==> config.mk <==
export PLATFORM = sky130hd
export DESIGN_NAME = multiword_add_sequencer
export DESIGN_NICKNAME = d
export VERILOG_FILES = /design/src/rtl/multiword_add_sequencer.sv
export SDC_FILE = /design/constraint.sdc
export NUM_CORES = 1
export LEC_CHECK = 0
export ABC_AREA = 1
export CAP_MARGIN = 20
export CORE_ASPECT_RATIO = 0.6
export CORE_MARGIN = 5
export CORE_UTILIZATION = 53
export CTS_CLUSTER_DIAMETER = 200
export DETAILED_ROUTE_END_ITERATION = 12
export PLACE_DENSITY = 0.81
export SLEW_MARGIN = 20
export SYNTH_ARGS = -nofsm -noshare
export SYNTH_HDL_FRONTEND = slang
export SYNTH_HIERARCHICAL = 1
export SYNTH_SLANG_ARGS = --single-unit
==> constraint.sdc <==
create_clock -name clk_i -period 11 [get_ports clk_i]
set_clock_uncertainty 0.1 [all_clocks]
set_input_delay 3.3 -clock clk_i [delete_from_list [all_inputs] [get_ports clk_i]]
set_output_delay 3.3 -clock clk_i [all_outputs]
set_load 0.01 [all_outputs]
==> src/rtl/multiword_add_sequencer.sv <==
// multiword_add_sequencer: multi-precision add/subtract controller.
// A single WIDTH-bit group carry-lookahead adder is reused once per word,
// LS word first, with the inter-word carry held in a register.
// Optional: define MULTIWORD_ADD_OVF_EN to add the signed-overflow output ovf_o.

// 4-bit lookahead slice: internal carries plus group generate/propagate
module cla4_slice (
    input  logic [3:0] a,
    input  logic [3:0] b,
    input  logic       ci,
    output logic [3:0] s,
    output logic       gg,
    output logic       pg
);
    logic [3:0] g, p, c;

    assign g = a & b;
    assign p = a ^ b;
    assign c[0] = ci;
    assign c[1] = g[0] | (p[0] & ci);
    assign c[2] = g[1] | (p[1] & g[0]) | (p[1] & p[0] & ci);
    assign c[3] = g[2] | (p[2] & g[1]) | (p[2] & p[1] & g[0]) | (p[2] & p[1] & p[0] & ci);
    assign s  = p ^ c;
    assign gg = g[3] | (p[3] & g[2]) | (p[3] & p[2] & g[1]) | (p[3] & p[2] & p[1] & g[0]);
    assign pg = &p;
endmodule

// WIDTH-bit adder built from 4-bit lookahead groups; group carries chain on G/P
module Group_carry_lookahead_adder #(
    parameter int WIDTH = 16
) (
    input  logic [WIDTH-1:0] A,
    input  logic [WIDTH-1:0] B,
    input  logic             C_in,
    output logic [WIDTH-1:0] S,
    output logic             C_out
);
    localparam int NG = WIDTH / 4;

    logic [NG:0]   gc;
    logic [NG-1:0] gg, pg;

    assign gc[0] = C_in;

    genvar i;
    generate
        for (i = 0; i < NG; i++) begin : g_grp
            cla4_slice u_slice (
                .a  (A[4*i +: 4]),
                .b  (B[4*i +: 4]),
                .ci (gc[i]),
                .s  (S[4*i +: 4]),
                .gg (gg[i]),
                .pg (pg[i])
            );
            assign gc[i+1] = gg[i] | (pg[i] & gc[i]);
        end
    endgenerate

    assign C_out = gc[NG];
endmodule

module multiword_add_sequencer #(
    parameter int WIDTH = 16,
    parameter int WORDS = 4
) (
    input  logic                   clk_i,
    input  logic                   rst_i,
    input  logic                   start_i,
    input  logic                   sub_i,
    input  logic                   carry_i,
    input  logic [WORDS*WIDTH-1:0] A_i,
    input  logic [WORDS*WIDTH-1:0] B_i,
    output logic                   busy_o,
    output logic                   done_o,
    output logic [WORDS*WIDTH-1:0] S_o,
    output logic                   C_o
`ifdef MULTIWORD_ADD_OVF_EN
    ,
    output logic                   ovf_o
`endif
);
    localparam int CW = (WORDS > 1) ? $clog2(WORDS) : 1;
    localparam logic [0:0]    IDLE = 1'b0;
    localparam logic [0:0]    RUN  = 1'b1;
    localparam logic [CW-1:0] LAST = CW'(WORDS - 1);

    logic [0:0]                    state_q;
    logic [CW-1:0]                 cnt_q;
    logic [WORDS-1:0][WIDTH-1:0]   a_q, b_q, s_q;
    logic                          cy_q, c_q, done_q;
    logic [WIDTH-1:0]              a_w, b_w, sum_w;
    logic                          co_w;

    // current word selected by the counter feeds the shared adder
    assign a_w = a_q[cnt_q];
    assign b_w = b_q[cnt_q];

    Group_carry_lookahead_adder #(.WIDTH(WIDTH)) u_cla (
        .A     (a_w),
        .B     (b_w),
        .C_in  (cy_q),
        .S     (sum_w),
        .C_out (co_w)
    );

    assign busy_o = (state_q == RUN);
    assign done_o = done_q;
    assign S_o    = s_q;
    assign C_o    = c_q;

    // sequencer: latch operands on start, then one word per cycle
    always_ff @(posedge clk_i or posedge rst_i) begin
        if (rst_i) begin
            state_q <= IDLE;
            cnt_q   <= '0;
            a_q     <= '0;
            b_q     <= '0;
            s_q     <= '0;
            cy_q    <= 1'b0;
            c_q     <= 1'b0;
            done_q  <= 1'b0;
        end else begin
            done_q <= 1'b0;
            case (state_q)
                IDLE: begin
                    if (start_i) begin
                        a_q     <= A_i;
                        // subtract is A + ~B + 1: invert B here, +1 via carry-in
                        b_q     <= sub_i ? ~B_i : B_i;
                        cy_q    <= sub_i ? 1'b1 : carry_i;
                        cnt_q   <= '0;
                        state_q <= RUN;
                    end
                end
                RUN: begin
                    s_q[cnt_q] <= sum_w;
                    cy_q       <= co_w;
                    if (cnt_q == LAST) begin
                        c_q     <= co_w;
                        done_q  <= 1'b1;
                        state_q <= IDLE;
                    end else begin
                        cnt_q <= cnt_q + 1'b1;
                    end
                end
                default: state_q <= IDLE;
            endcase
        end
    end

`ifdef MULTIWORD_ADD_OVF_EN
    logic ovf_q;
    assign ovf_o = ovf_q;

    // signed overflow judged on the top word at the final step
    always_ff @(posedge clk_i or posedge rst_i) begin
        if (rst_i) begin
            ovf_q <= 1'b0;
        end else if (state_q == RUN && cnt_q == LAST) begin
            ovf_q <= (a_w[WIDTH-1] == b_w[WIDTH-1]) && (sum_w[WIDTH-1] != a_w[WIDTH-1]);
        end
    end
`endif
endmodule

==> metrics.csv, run 1 <==
metric,value,unit
status,"complete, no violations",
clk_pin_slew,0.07,ns
wirelength,27.8,mm
yosys.area_share.adder,3.61,%
synth_top_family_by_area,simple AND/OR/NAND/NOR gates,
p_int,2.29,mW
vias_per_cell,5.02,
grt_start_max_net_pins,143,
startpoint_type,primary input,
synth_cell_type_count,22,
ff2ff_path_depth,22,
worst-path-max-fanout,142,
tightest_slew,1.06,ns
final_cell_mix,"nand2_1 (592), inv_1 (248), clkdlybuf4s50_1 (198), dfrtp_1 (197), nand3_1 (146)",
rr_endpoint,S_o[29]$_DFFE_PP0P_,
cts_num_sinks,198,
clk_path_buf_depth,2,
whs_path_depth,2,
hold_end,b_q[3]$_DFFE_PP0P_,
synth_seq_cells,198,
endpoint_kind,flop,
drv_slew,0,
synth_compound_area_share,6.37,%
initial_core_util,54.6,%
switchingPower,2.04,mW
p_clk_share,14.0,%
antenna_cells,0,
cap_violations,0,
mostFrequentLayoutCell,nand2_1,
synth-xor-area-share,0.666,%
grt_pass1_vias,8820,
numCtsBuffers,17,
wl_per_cell,14.7,µm
synthesis.nets,1618,
cts_hold_repair.buffers,0,
dieArea,22900,µm²
htreeDepth,4,
min-delay-start,b_q[3]$_DFFE_PP0P_,
worstPathCellList,"clkdlybuf4s50_1, inv_2, nor2_4, buf_16, buf_6, o21ai_0",
grt_usage,24.6,%
core,19300,µm²
dp_hpwl,19.4,mm
power_density,330,nW/µm²
fin_crit_sh,48.4,%
drt_iter0_markers,991,
slowest_stage,buf_6,
globalplace.congestion,0.903,
yosys.area_share.simple,29.3,%
slew_headroom,28.9,%
area_delta_synth_final,24.6,%
period_needed,5.32,ns
antenna_left,0,
dr.pass1.iters,5,
port_buffers,199,
r2r_slack,6.55,ns
r2r-start,cnt_q[0]$_DFFE_PP0P_,
cts_tree,done,
die_h,119,µm
rsz0062_at_grt,false,
criticalPathCategory,in -> reg,
avgSynthCellArea,7.22,µm²
netlist_area,10500,µm²
drc,0,
grt_pass1_wl,45.0,mm
postCtsSetupRepairBufs,0,
dr_total_vias,9477,
postSynthCellCount,1457,
synth_seq_area_share,47.1,%
synthMuxAreaShare,0,%
overflow,0,
io_pins,200,
max_stage_delay,0.62,ns
layout.nets,1769,
swShare,47.1,%
drive_gt1_share,3.39,%
crit_arrival,5.48,ns
p_leak,6.98,nW
placed_cell_area,12500,µm²
hold_viol,0,
cts_resized,0,
clkLatencyLatePin,0.44,ns
hp-class,reg -> reg,
setup-violations-final,0,
num_rows,39,
fin_setup_tns,0,ns
ir_worst_vdd,176,µV
clockRootBuffer,clkbuf_16,
antenna_found_initial,0,
ys.warnings.count,6,
fmax,0.188,GHz
seq_power_share,29.1,%
die_w,192,µm
combPwrFrac,56.9,%
final_area,13100,µm²
worst_ep_required_time,11.17,ns
worst max-delay path by stage:
stage               startpoint                  end
detailed placement     start_i  a_q[58]$_DFFE_PP0P_
floorplan                rst_i      C_o$_DFFE_PP0P_
global placement       start_i  a_q[11]$_DFFE_PP0P_
CTS                    start_i  b_q[15]$_DFFE_PP0P_
global route           start_i  a_q[27]$_DFFE_PP0P_
finish                 start_i  a_q[28]$_DFFE_PP0P_
cells in the mapped netlist (all sizes together):
cell type  number  area (µm²)
buf            57         345
clkbuf         19        72.6
dfrtp         198        4950
fa              4        80.1
ha             24         300
inv           253         950
nand2         599        2260
nand3         146         731
nand4           4        25.0
nor2            9        41.3
nor3            4        20.0
o21ai         128         641
o21bai          4        30.0
xnor2           4        35.0
xor2            4        35.0
flip-flops by register name, indices dropped and copies added (netlist names):
signal and cells:
cnt_q 2, busy_o 1, a_q 64, b_q 64, S_o 64, done_o 1, C_o 1, cy_q 1
cells by family (layout without fill, tap and decap cells):
| kind of cell | Yosys count | in the layout |
|---|---|---|
| buffers and inverters | 329 | 493 |
| AO/OA/AOI/OAI | 132 | 132 |
| adder cells (fa/ha/maj) | 28 | 28 |
| flip-flops | 198 | 198 |
| AND/OR/NAND/NOR | 762 | 762 |
| XOR/XNOR | 8 | 8 |
layer usage:
layer / track usage (%) / wire length, µm
met1: 36.9 / 12700
met2: 36.7 / 12300
met3: 5.12 / 2290
met4: 6.32 / 480
met5: 0 / 0
power groups by stage:
stage / Clock, mW / Sequential [mW] / Combinational (mW)
final: 0.607 / 1.26 / 2.46
after global routing: 0.646 / 1.30 / 2.80
after CTS: 0.614 / 1.26 / 2.46
after detailed placement: 0 / 1.27 / 2.44
after global placement: 0 / 1.26 / 2.36
after floorplan: 0 / 1.28 / 1.62
worst max-delay path: cells and delay by family:
kind | cells | cell delay [ns]
AO/OA/AOI/OAI | 1 | 0.20
AND/OR/NAND/NOR | 1 | 0.37
buffers and inverters | 4 | 1.45
cell type report:
type	instances	area (µm²)
clock buffer	18	439
clock inverter	14	135
fill	1626	6170
inverter	253	957
multi-input combinational	930	4200
sequential	198	4960
tap	266	333
timing repair buffer	208	2080
metrics by stage:
stage	hold slack (ns)	total power, mW	util (%)	worst slack, ns	instances
2_1_floorplan	0.349	2.90	-	2.20	1457
3_3_place_gp	0.363	3.62	64.8	4.85	1854
3_5_place_dp	0.366	3.71	64.8	4.71	1854
4_1_cts	0.384	4.33	67.8	5.13	1886
5_1_grt	0.405	4.75	68.0	5.55	1887
6_report	0.382	4.33	68.0	5.68	1887
Note: power is estimated with default switching activity, not from simulation.
==> run 2: changes to the inputs <==
clock period = 5.17 ns   (was 11 ns; I/O delays follow)
==> run 2 against run 1 <==
First-iteration DRC count shrank 12%. Hold slack barely moved. Global-route usage grew 0.48 points. Combinational power grew 120%. Critical path type is now reg -> reg. Highest routed layer unchanged.
==> metrics.csv, run 2 (synthesis results as in run 1) <==
metric,value,unit
layoutNonFillerInstCount,1889,
clockRootBuffer,clkbuf_16,
globalplace.congestion,0.887,
status,"complete, no violations",
num_rows,39,
met1_usage,36.3,%
cts_tree,done,
setup-violations-final,0,
endpoint_kind,flop,
antenna_left,0,
antenna_cells,0,
rsz0062_at_grt,false,
r2r-start,cnt_q[0]$_DFFE_PP0P_,
port_buffers,199,
grt_usage,25.1,%
hold_viol,0,
final_cell_mix,"nand2_1 (591), inv_1 (247), clkdlybuf4s50_1 (198), dfrtp_1 (197), nand3_1 (146)",
layout.nets,1771,
clk_path_buf_depth,2,
dr_total_vias,9549,
placed_cell_area,12500,µm²
slew_headroom,31.6,%
crit_start,cnt_q[0]$_DFFE_PP0P_,
postCtsSetupRepairBufs,0,
cap_violations,0,
period_needed,3.79,ns
criticalPathCategory,reg -> reg,
mostFrequentLayoutCell,nand2_1,
grt_pass1_wl,46.5,mm
fin_crit_sh,73.3,%
cts_num_sinks,198,
tightest_slew,1.02,ns
fmax,0.264,GHz
startpoint_type,flop,
clk_pin_slew,0.07,ns
die_w,192,µm
min-delay-start,b_q[57]$_DFFE_PP0P_,
dr.pass1.iters,6,
drc,0,
fin_setup_tns,0,ns
dp_hpwl,19.8,mm
drv_slew,0,
final_area,13200,µm²
overflow,0,
gr-usage-met3,4.82,%
io_pins,200,
wirelength,28.5,mm
hp-class,reg -> reg,
vias_per_cell,5.06,
placed_cells,1856,
worst_ep_required_time,5.40,ns
hold_ws,0.382,ns
htreeDepth,4,
power_density,708,nW/µm²
core,19300,µm²
drive_gt1_share,3.57,%
clkLatencyLatePin,0.45,ns
use_met2,39.3,%
area_delta_synth_final,25.1,%
die_h,119,µm
dieArea,22900,µm²
cts_resized,0,
worst-path-max-fanout,47,
grt_start_max_net_pins,199,
drt_iter0_markers,877,
numCtsBuffers,17,
power,9.33,mW
busiest_layer,met2,
wl_per_cell,15.1,µm
p_leak,7.00,nW
initial_core_util,54.6,%
antenna_found_initial,0,
crit_arrival,4.02,ns
grt_pass1_vias,9248,
cts_hold_repair.buffers,0,
ir_worst_vdd,440,µV
-- run 2: cell count changes in the layout (fill, tap and decap cells not counted), sizes merged --
cell	previous run	this run
clkinv	7	5
inv	258	260
buf	10	12
-- run 2: path summary, 6_finish.rpt --
| path | end | cells past startpoint | slack, ns |
|---|---|---|---|
| max in group asynchronous | b_q[36]$_DFFE_PP0P_ | 4 | 2.57 |
| max reg2reg | S_o[29]$_DFFE_PP0P_ | 19 | 1.38 |
| max | S_o[29]$_DFFE_PP0P_ | 19 | 1.38 |
| min | b_q[57]$_DFFE_PP0P_ | 2 | 0.38 |
| min reg2reg | b_q[57]$_DFFE_PP0P_ | 2 | 0.38 |
| min in group asynchronous | a_q[16]$_DFFE_PP0P_ | 3 | 1.44 |
-- run 2: worst max-delay path, cell delays in order, from the launching register on --
cell and delay (ns):
dfrtp_2 0.41, inv_2 0.59, buf_4 0.38, nand2_1 0.08, nand3_1 0.08, nand2_1 0.07, ha_1 0.29, inv_1 0.07
nor3_1 0.21, nand2_1 0.11, nand2_2 0.11, nand2_2 0.06, nand2_2 0.10, nand2_2 0.06, nand2_2 0.09, inv_1 0.06
fa_1 0.37, xnor2_1 0.14, inv_1 0.09, o21ai_0 0.18
-- run 2: power breakdown --
group	switching, mW	leakage, nW	internal, mW
sequential	0.372	2.44	2.32
clock	0.675	0.282	0.651
combinational	3.39	4.28	1.92
total	4.44	7.00	4.88
-- run 2: final cells by class --
type,count,area [µm²]
tap,266,333
fill,1556,6110
inverter,253,953
timing repair buffer,210,2130
clock inverter,14,154
multi-input combinational,930,4210
sequential,198,4960
clock buffer,18,429
-- run 2: metal layers --
metal  up-vias  routed length (µm)  part of all wire (%)
li1       4699                   -                     -
met1      4446               13000                    45
met2       356               12600                    44
met5         -                   0                     0
met3        48                2360                   8.3
met4         0                 506                   1.8
-- run 2: stage by stage --
step                      util (%)  setup slack, ns
after global routing          68.3             1.12
after detailed placement      65.1             1.41
after global placement        65.1             1.61
after floorplan                  -            0.959
final                         68.3             1.38
after CTS                     68.1             1.39
